File: src/rtl/pwm_deadtime.sv
// pwm_deadtime: turns a single-ended PWM into a complementary high/low gate
// pair for a half-bridge. Every transition passes through a programmable
// both-low dead interval, so out_h and out_l can never be high together.
// Pulses shorter than the dead time are swallowed and flagged on pulse_drop.
//
// Handshake note: this block has no valid/ready interfaces. pwm_in is a plain
// asynchronous level, and every output is a registered level or strobe that
// is valid for the whole cycle after the clock edge that produced it.
module pwm_deadtime #(
  parameter int DT_WIDTH    = 8,
  parameter int SYNC_STAGES = 2
) (
  input  logic                clk,
  input  logic                rst,
  input  logic                en,
  input  logic                pwm_in,
  input  logic [DT_WIDTH-1:0] dead_cycles,
  output logic                out_h,
  output logic                out_l,
  output logic                in_dead,
  output logic                pulse_drop,
  output logic [2:0]          state_dbg
);

  localparam logic [2:0] IDLE      = 3'd0;
  localparam logic [2:0] LOW_ON    = 3'd1;
  localparam logic [2:0] DEAD_RISE = 3'd2;
  localparam logic [2:0] HIGH_ON   = 3'd3;
  localparam logic [2:0] DEAD_FALL = 3'd4;

  logic [SYNC_STAGES-1:0] sync_q;
  logic                   pwm_s;
  logic [2:0]             state, state_nxt;
  logic [DT_WIDTH-1:0]    cnt, cnt_nxt;
  logic                   from_idle, from_idle_nxt;
  logic                   drop_nxt;
  logic                   cnt_done;

  // pwm_in comes from a divided clock domain: shift it through SYNC_STAGES flops.
  always_ff @(posedge clk or posedge rst) begin
    if (rst) sync_q <= '0;
    else     sync_q <= {sync_q[SYNC_STAGES-2:0], pwm_in};
  end

  assign pwm_s     = sync_q[SYNC_STAGES-1];
  assign cnt_done  = (cnt <= DT_WIDTH'(1));
  assign state_dbg = state;

  // Next-state logic. en has priority over pwm_s. from_idle remembers that the
  // current dead interval began at start-up, where there is no previous ON
  // side to fall back to, so a disagreeing pwm_s retargets instead of aborting.
  always_comb begin
    state_nxt     = state;
    cnt_nxt       = cnt;
    from_idle_nxt = from_idle;
    drop_nxt      = 1'b0;
    if (!en) begin
      state_nxt     = IDLE;
      cnt_nxt       = '0;
      from_idle_nxt = 1'b0;
    end else begin
      case (state)
        IDLE: begin
          state_nxt     = pwm_s ? DEAD_RISE : DEAD_FALL;
          cnt_nxt       = dead_cycles;
          from_idle_nxt = 1'b1;
        end
        LOW_ON: begin
          if (pwm_s) begin
            state_nxt     = DEAD_RISE;
            cnt_nxt       = dead_cycles;
            from_idle_nxt = 1'b0;
          end
        end
        HIGH_ON: begin
          if (!pwm_s) begin
            state_nxt     = DEAD_FALL;
            cnt_nxt       = dead_cycles;
            from_idle_nxt = 1'b0;
          end
        end
        DEAD_RISE: begin
          if (cnt_done && pwm_s) begin
            state_nxt     = HIGH_ON;
            from_idle_nxt = 1'b0;
          end else if (!pwm_s) begin
            if (from_idle) begin
              state_nxt = DEAD_FALL;
              cnt_nxt   = dead_cycles;
            end else begin
              state_nxt = LOW_ON;
              drop_nxt  = 1'b1;
            end
          end else begin
            // Only reached with cnt > 1, so the counter cannot wrap.
            cnt_nxt = cnt - DT_WIDTH'(1);
          end
        end
        DEAD_FALL: begin
          if (cnt_done && !pwm_s) begin
            state_nxt     = LOW_ON;
            from_idle_nxt = 1'b0;
          end else if (pwm_s) begin
            if (from_idle) begin
              state_nxt = DEAD_RISE;
              cnt_nxt   = dead_cycles;
            end else begin
              state_nxt = HIGH_ON;
              drop_nxt  = 1'b1;
            end
          end else begin
            cnt_nxt = cnt - DT_WIDTH'(1);
          end
        end
        default: begin
          state_nxt     = IDLE;
          cnt_nxt       = '0;
          from_idle_nxt = 1'b0;
        end
      endcase
    end
  end

  // State, counter and outputs; outputs are decoded from the next state so
  // they change on the same edge as the state itself.
  always_ff @(posedge clk or posedge rst) begin
    if (rst) begin
      state      <= IDLE;
      cnt        <= '0;
      from_idle  <= 1'b0;
      out_h      <= 1'b0;
      out_l      <= 1'b0;
      in_dead    <= 1'b0;
      pulse_drop <= 1'b0;
    end else begin
      state      <= state_nxt;
      cnt        <= cnt_nxt;
      from_idle  <= from_idle_nxt;
      out_h      <= (state_nxt == HIGH_ON);
      out_l      <= (state_nxt == LOW_ON);
      in_dead    <= (state_nxt == DEAD_RISE) || (state_nxt == DEAD_FALL);
      pulse_drop <= drop_nxt;
    end
  end

endmodule

File: config.mk
export PLATFORM = sky130hd
export DESIGN_NAME = pwm_deadtime
export DESIGN_NICKNAME = d
export VERILOG_FILES = /design/src/rtl/pwm_deadtime.sv
export SDC_FILE = /design/constraint.sdc
export NUM_CORES = 1
export LEC_CHECK = 0
export ABC_AREA = 1
export CAP_MARGIN = 20
export CORE_AREA = 3 3 54 56
export CTS_CLUSTER_DIAMETER = 80
export CTS_CLUSTER_SIZE = 8
export DETAILED_ROUTE_END_ITERATION = 8
export DIE_AREA = 0 0 57 59
export PLACE_DENSITY = 0.82
export SYNTH_ARGS = -nofsm -noshare
export SYNTH_HDL_FRONTEND = slang
export SYNTH_SLANG_ARGS = --single-unit
File: constraint.sdc
create_clock -name clk -period 2.25 [get_ports clk]
set_clock_uncertainty 0.15 [all_clocks]
set_input_delay 0.675 -clock clk [delete_from_list [all_inputs] [get_ports clk]]
set_output_delay 0.675 -clock clk [all_outputs]
set_load 0.02 [all_outputs]
[After elaboration in Yosys (flattened, before gate mapping)]
Index checks and enable logic that the tools add are counted.
Operators by class
  reductions and logical operators: 7
  equal/unequal tests: 14
  mux-type cells: 33
  divide/modulo/power cells: 0
  add/subtract/negate cells: 1
  bitwise gates (word level): 0
  shift operators: 0
  magnitude comparators: 1
  $mul: 0
Operator list (number)
  $mux 8: 8
  $pmux 8 s5: 1
  $mux 3: 9
  $ne 3x3->1 const B: 6
  $pmux 3 s5: 1
  $eq 3x2->1 const B: 4
  $mux 1: 12
  $le 8x1->1 const B: 1
  $reduce_and 4->1: 2
  $sub 8x1->8 const B: 1
  $eq 3x1->1 const B: 2
  $eq 3x3->1 const B: 2
  $pmux 1 s5: 1
  $logic_not 3->1: 1
  $logic_and 1x1->1: 2
  $pmux 1 s2: 1
  $logic_not 1->1: 1
  $logic_or 1x1->1: 1
Word-level totals
  bits in latches: 0
  input port bits: 12
  register bits after elaboration: 18
  bits in writable memories: 0
  memories: 0
  output and inout port bits: 7
  ROM bits: 0

[Depth between registers and ports, before layout]
  depth in word-level cells: 7
  gate-level depth with buffers: 11
  depth with buffers taken out: 11

[Worst setup path before layout]
Ideal clock, no wire load.
  path kind: register to register
  from: reg cnt[0]
  to: reg cnt[2]
  required time: 1983 ps
  clock period less this slack: 1755 ps
  buffers on the path: 0
  cell stages (with the launch flop): 11
  setup time: 117 ps
  setup slack: 495 ps
  arrival: 1488 ps
  path through: dfrtp_1 -> inv_1 -> ha_1 -> nor2_1 -> nor2_1 -> and2_1 -> nand2_2 -> nand2_4 -> nand2_4 -> nand3_1 -> nand2_1
On the way
  word-level cells in the longest chain between the ends: 5
  elaborated cells on any way between the ends: 13
  those cells by class: add/sub: 1; order compare: 1; eq/ne: 2; mux: 6; reduce/logical: 3
RTL lines
  from (decl): RTL line 34  | logic [DT_WIDTH-1:0] cnt, cnt_nxt;
  from (signal assigned): RTL line 137  | cnt <= cnt_nxt;
  $sub 8x1->8: RTL line 96, 112
  $mux 8 (on tied branches): RTL line 103, 86
  $mux 8 (on tied branches): RTL line 100, 83
  $pmux 8 s5: RTL line 62  | case (state)
  $mux 8: RTL line 57  | if (!en) begin
Parallel ways exist; a longest one is shown, timed or not. The select of a mux whose other input is x is not followed.
A chain may end at the register's enable or synchronous reset.

[Final worst setup path]
  from: reg state[0] (netlist: state_dbg[0])
  to: out state_dbg[0]
RTL lines
  from (decl): RTL line 33  | logic [2:0] state, state_nxt;
  from (signal assigned): RTL line 136  | state <= state_nxt;
  to (decl): RTL line 22  | output logic [2:0] state_dbg
No word-level cell between the ends.

==> metrics.log <==
[metrics] status: finished clean
[metrics] # DRC: 0
[metrics] per-instance average area after synthesis: 6.72 sq um
[metrics] count of input and output buffers: 18
[metrics] Wirelength per Cell: 12.8 um
[metrics] cell with the largest stage delay on the worst path: sky130_fd_sc_hd__clkdlybuf4s50_1
[metrics] register area: 450 sq um
[metrics] number of setup buffers added after CTS: 0
[metrics] Die W: 57 um
[metrics] number of vias per cell: 5.39
[metrics] max_slew headroom: 0.714
[metrics] Cells after DPL: 247
[metrics] Hold Buf Count CTS: 0
[metrics] drt total wl: 3.19 mm
[metrics] combined area of all synthesized cells: 1320 sq um
[metrics] most area-consuming cells after synthesis: sky130_fd_sc_hd__dfrtp_1 34%, sky130_fd_sc_hd__nand2_1 18%, sky130_fd_sc_hd__nand3_1 9.5%
[metrics] max-capacitance violation count: 0
[metrics] capturing point of the worst reg2reg path: cnt[3]
[metrics] total leakage power: 0.825 nW
[metrics] slack of the worst reg-to-reg path: 0.32 ns
[metrics] RD Place Congestion: 0.903
[metrics] TritonCTS buffer count: 3
[metrics] combined area of the multi-input logic cells: 764 sq um
[metrics] category of the most critical setup path: flop to output port
[metrics] die outline height: 59 um
[metrics] layout cells sized above 1: 0.109
[metrics] number of cells on the worst hold path: 0
[metrics] post-detailed-placement half-perimeter wirelength: 2.56 mm
[metrics] Final min period: 2.17 ns
[metrics] most instantiated flip-flop cell in the synthesis netlist: sky130_fd_sc_hd__dfrtp_1
[metrics] global-route wire length before repair: 5.56 mm
[metrics] Tightest Pin Transition: 0.429 ns
[metrics] number of nets at the end of the flow: 236
[metrics] I/O pin total: 19
[metrics] Post-Synthesis Net Count: 211
[metrics] overall via count from detail_route: 1347
[metrics] type of element launching the critical path: flop
[metrics] number of global-route vias before repair: 1372
[metrics] full die area: 3360 sq um
[metrics] number of instances in the synthesized netlist: 197
[metrics] most numerous cell in the Yosys netlist: sky130_fd_sc_hd__nand2_1
[metrics] flops & latches, synth: 18
[metrics] Detail Route Antenna Nets: 0
[metrics] worst path setup slack after routing: 0.0826 ns
[metrics] number of synthesis warnings: 0
[metrics] Data arrival, critical path: 1.34 ns
[metrics] growth of design area from synthesis to finish: 19.8%
[metrics] effective utilization at floorplan: 0.534
[metrics] pre-CTS worst setup slack: 0.228 ns
[metrics] maximum vdd drop: 0.000555 V
[metrics] family of cells with the greatest summed delay on the critical path: buffers and inverters
[metrics] post-synth cell types: 26
[metrics] number of pins exceeding their max-slew limit in the final report: 0
[metrics] critical path endpoint category: output port
[metrics] Clock Tree Root: sky130_fd_sc_hd__clkbuf_4
[metrics] critical path's largest stage delay: 0.64 ns
[metrics] number of DRC markers in iteration 0: 88
[metrics] share of the cycle needed by the critical path after routing: 0.963
[metrics] placeable core region: 2480 sq um
[metrics] Std-Cell Rows: 18
[metrics] worst-path fanout max: 5
[metrics] worst r2r path cells: 11
[metrics] power density normalized to cell area: 585 nW/um^2
[metrics] sequential cell area fraction in the yosys report: 0.340
[metrics] endpoint of the worst hold-timing path: sync_q[1]
[metrics] r2r startpoint: cnt[1]
[metrics] unrepaired setup endpoints after global routing: false
[metrics] Initial DRT Pass Iterations: 4
[metrics] area fraction of the dominant cell type after synthesis: 0.340
[metrics] number of diodes added for antenna fixing: 0
[metrics] worst hold-check path type: flop to flop
[metrics] TritonCTS clock tree: yes
[metrics] list of most frequent post-synthesis cells: 65 x sky130_fd_sc_hd__nand2_1, 25 x sky130_fd_sc_hd__nand3_1, 20 x sky130_fd_sc_hd__inv_1, 18 x sky130_fd_sc_hd__dfrtp_1, 11 x sky130_fd_sc_hd__nor2_1
[metrics] total global routing overflow: 0
[metrics] antenna violations before repair: 0
[metrics] endpoints failing hold: 0
[metrics] global-route usage over all layers: 0.205
[metrics] CP Cell Sequence: clkdlybuf4s50_1
[metrics] Sinks on Clock Net: 18
[metrics] maximum number of pins on one net before global-route repair: 19
[metrics] clock latency on the worst-skew pair: 0.27 ns
[metrics] post-synthesis async set-or-reset flop share: 1.00
[metrics] top cell type by total area after synthesis: sky130_fd_sc_hd__dfrtp_1
[metrics] clock-pin slew on the worst setup and hold paths: 0.09 ns
[metrics] crit path buf inv count: 1
[metrics] Max H-tree Level: 1
[metrics] min-delay src: sync_q[0]
[metrics] Crit path required time: 1.42 ns
[metrics] number of endpoints failing setup at the final stage: 0
[metrics] Cell Count, Final, Fillers Out: 250
[metrics] number of flops mapped to enable cells by yosys: 0
[metrics] setup TNS: 0 ns
[metrics] layout filler cell count: 226
[metrics] fmax: 461 MHz
[metrics] maximum root-to-sink buffer count: 2
-- stage by stage --
step / instance area [sq um] / total power (W) / hold WS [ns] / util
global placement: 1570 / 0.000764 / 0.185 / 0.632
floorplan: 1320 / 0.000663 / 0.181 / -
global route: 1590 / 0.00100 / 0.217 / 0.640
finish: 1590 / 0.000928 / 0.210 / 0.640
CTS: 1590 / 0.000926 / 0.211 / 0.640
detailed placement: 1570 / 0.000782 / 0.189 / 0.632
-- power breakdown --
part | internal (W) | switching, W | total, W
logic | 0.000146 | 0.000233 | 0.000379
clock network | 0.0000619 | 0.0000833 | 0.000145
registers | 0.000356 | 0.0000475 | 0.000404
-- cells by family after synthesis --
| group | after synthesis | share of synthesized area |
|---|---|---|
| fa+ha+maj | 2 | 0.0189 |
| buf+inv | 27 | 0.0822 |
| compound gates | 24 | 0.108 |
| flops | 18 | 0.340 |
| simple gates | 124 | 0.438 |
| xor+xnor | 2 | 0.0132 |
-- routing by layer --
| layer | global-route usage | part of all wire |
|---|---|---|
| met5 | 0 | 0 |
| met4 | 0.0695 | 0.0044 |
| met3 | 0.0283 | 0.063 |
| met2 | 0.343 | 0.46 |
| met1 | 0.274 | 0.47 |
-- sequential cells by signal (all words and copies together) (netlist names) --
| name | flops |
|---|---|
| cnt | 8 |
| state_dbg | 3 |
| sync_q | 2 |
| from_idle | 1 |
| in_dead | 1 |
| out_h | 1 |
| out_l | 1 |
| pulse_drop | 1 |
-- how the worst max path moves through the flow --
stage | startpoint | end | slack [ns] | cells past startpoint
3_3_place_gp | en | cnt[1] | 0.28 | 7
3_5_place_dp | en | cnt[1] | 0.23 | 7
2_1_floorplan | cnt[0] | cnt[2] | 0.49 | 10
4_1_cts | state_dbg[0] | state_dbg[0] | 0.07 | 1
5_1_grt | state_dbg[0] | state_dbg[0] | 0.02 | 1
6_report | state_dbg[0] | state_dbg[0] | 0.08 | 1
-- repair_timing --
item | CTS | global route
endpoints found under the hold margin | 0 | 0
endpoints found under the setup margin | 1 | 0
gates resized for setup | 1 | 0
-- layout by cell type, fill, tap and decap left out, types with 2 or more instances in the layout --
cell,count
sky130_fd_sc_hd__o21ai_1,2
sky130_fd_sc_hd__nand2_4,3
sky130_fd_sc_hd__o211ai_1,2
sky130_fd_sc_hd__nor2_4,2
sky130_fd_sc_hd__nand2_2,5
sky130_fd_sc_hd__dfrtp_1,18
sky130_fd_sc_hd__clkdlybuf4s50_1,17
sky130_fd_sc_hd__nand3_1,25
sky130_fd_sc_hd__o21ai_0,8
sky130_fd_sc_hd__clkbuf_4,3
sky130_fd_sc_hd__nor2_1,11
sky130_fd_sc_hd__a21oi_1,7
sky130_fd_sc_hd__inv_2,3
sky130_fd_sc_hd__nand4_1,9
sky130_fd_sc_hd__xnor2_1,2
sky130_fd_sc_hd__ha_1,2
sky130_fd_sc_hd__inv_1,20
sky130_fd_sc_hd__a21boi_0,3
sky130_fd_sc_hd__nand2_1,65
sky130_fd_sc_hd__buf_4,5
-- cell type report --
type                            count  share of cell area
Clock buffer                        3              0.0142
Inverter                           24              0.0599
Multi-Input combinational cell    152               0.482
Sequential cell                    18               0.284
Tap cell                           30              0.0237
Timing Repair Buffer               23               0.136
(Power assumes the default switching activity.)
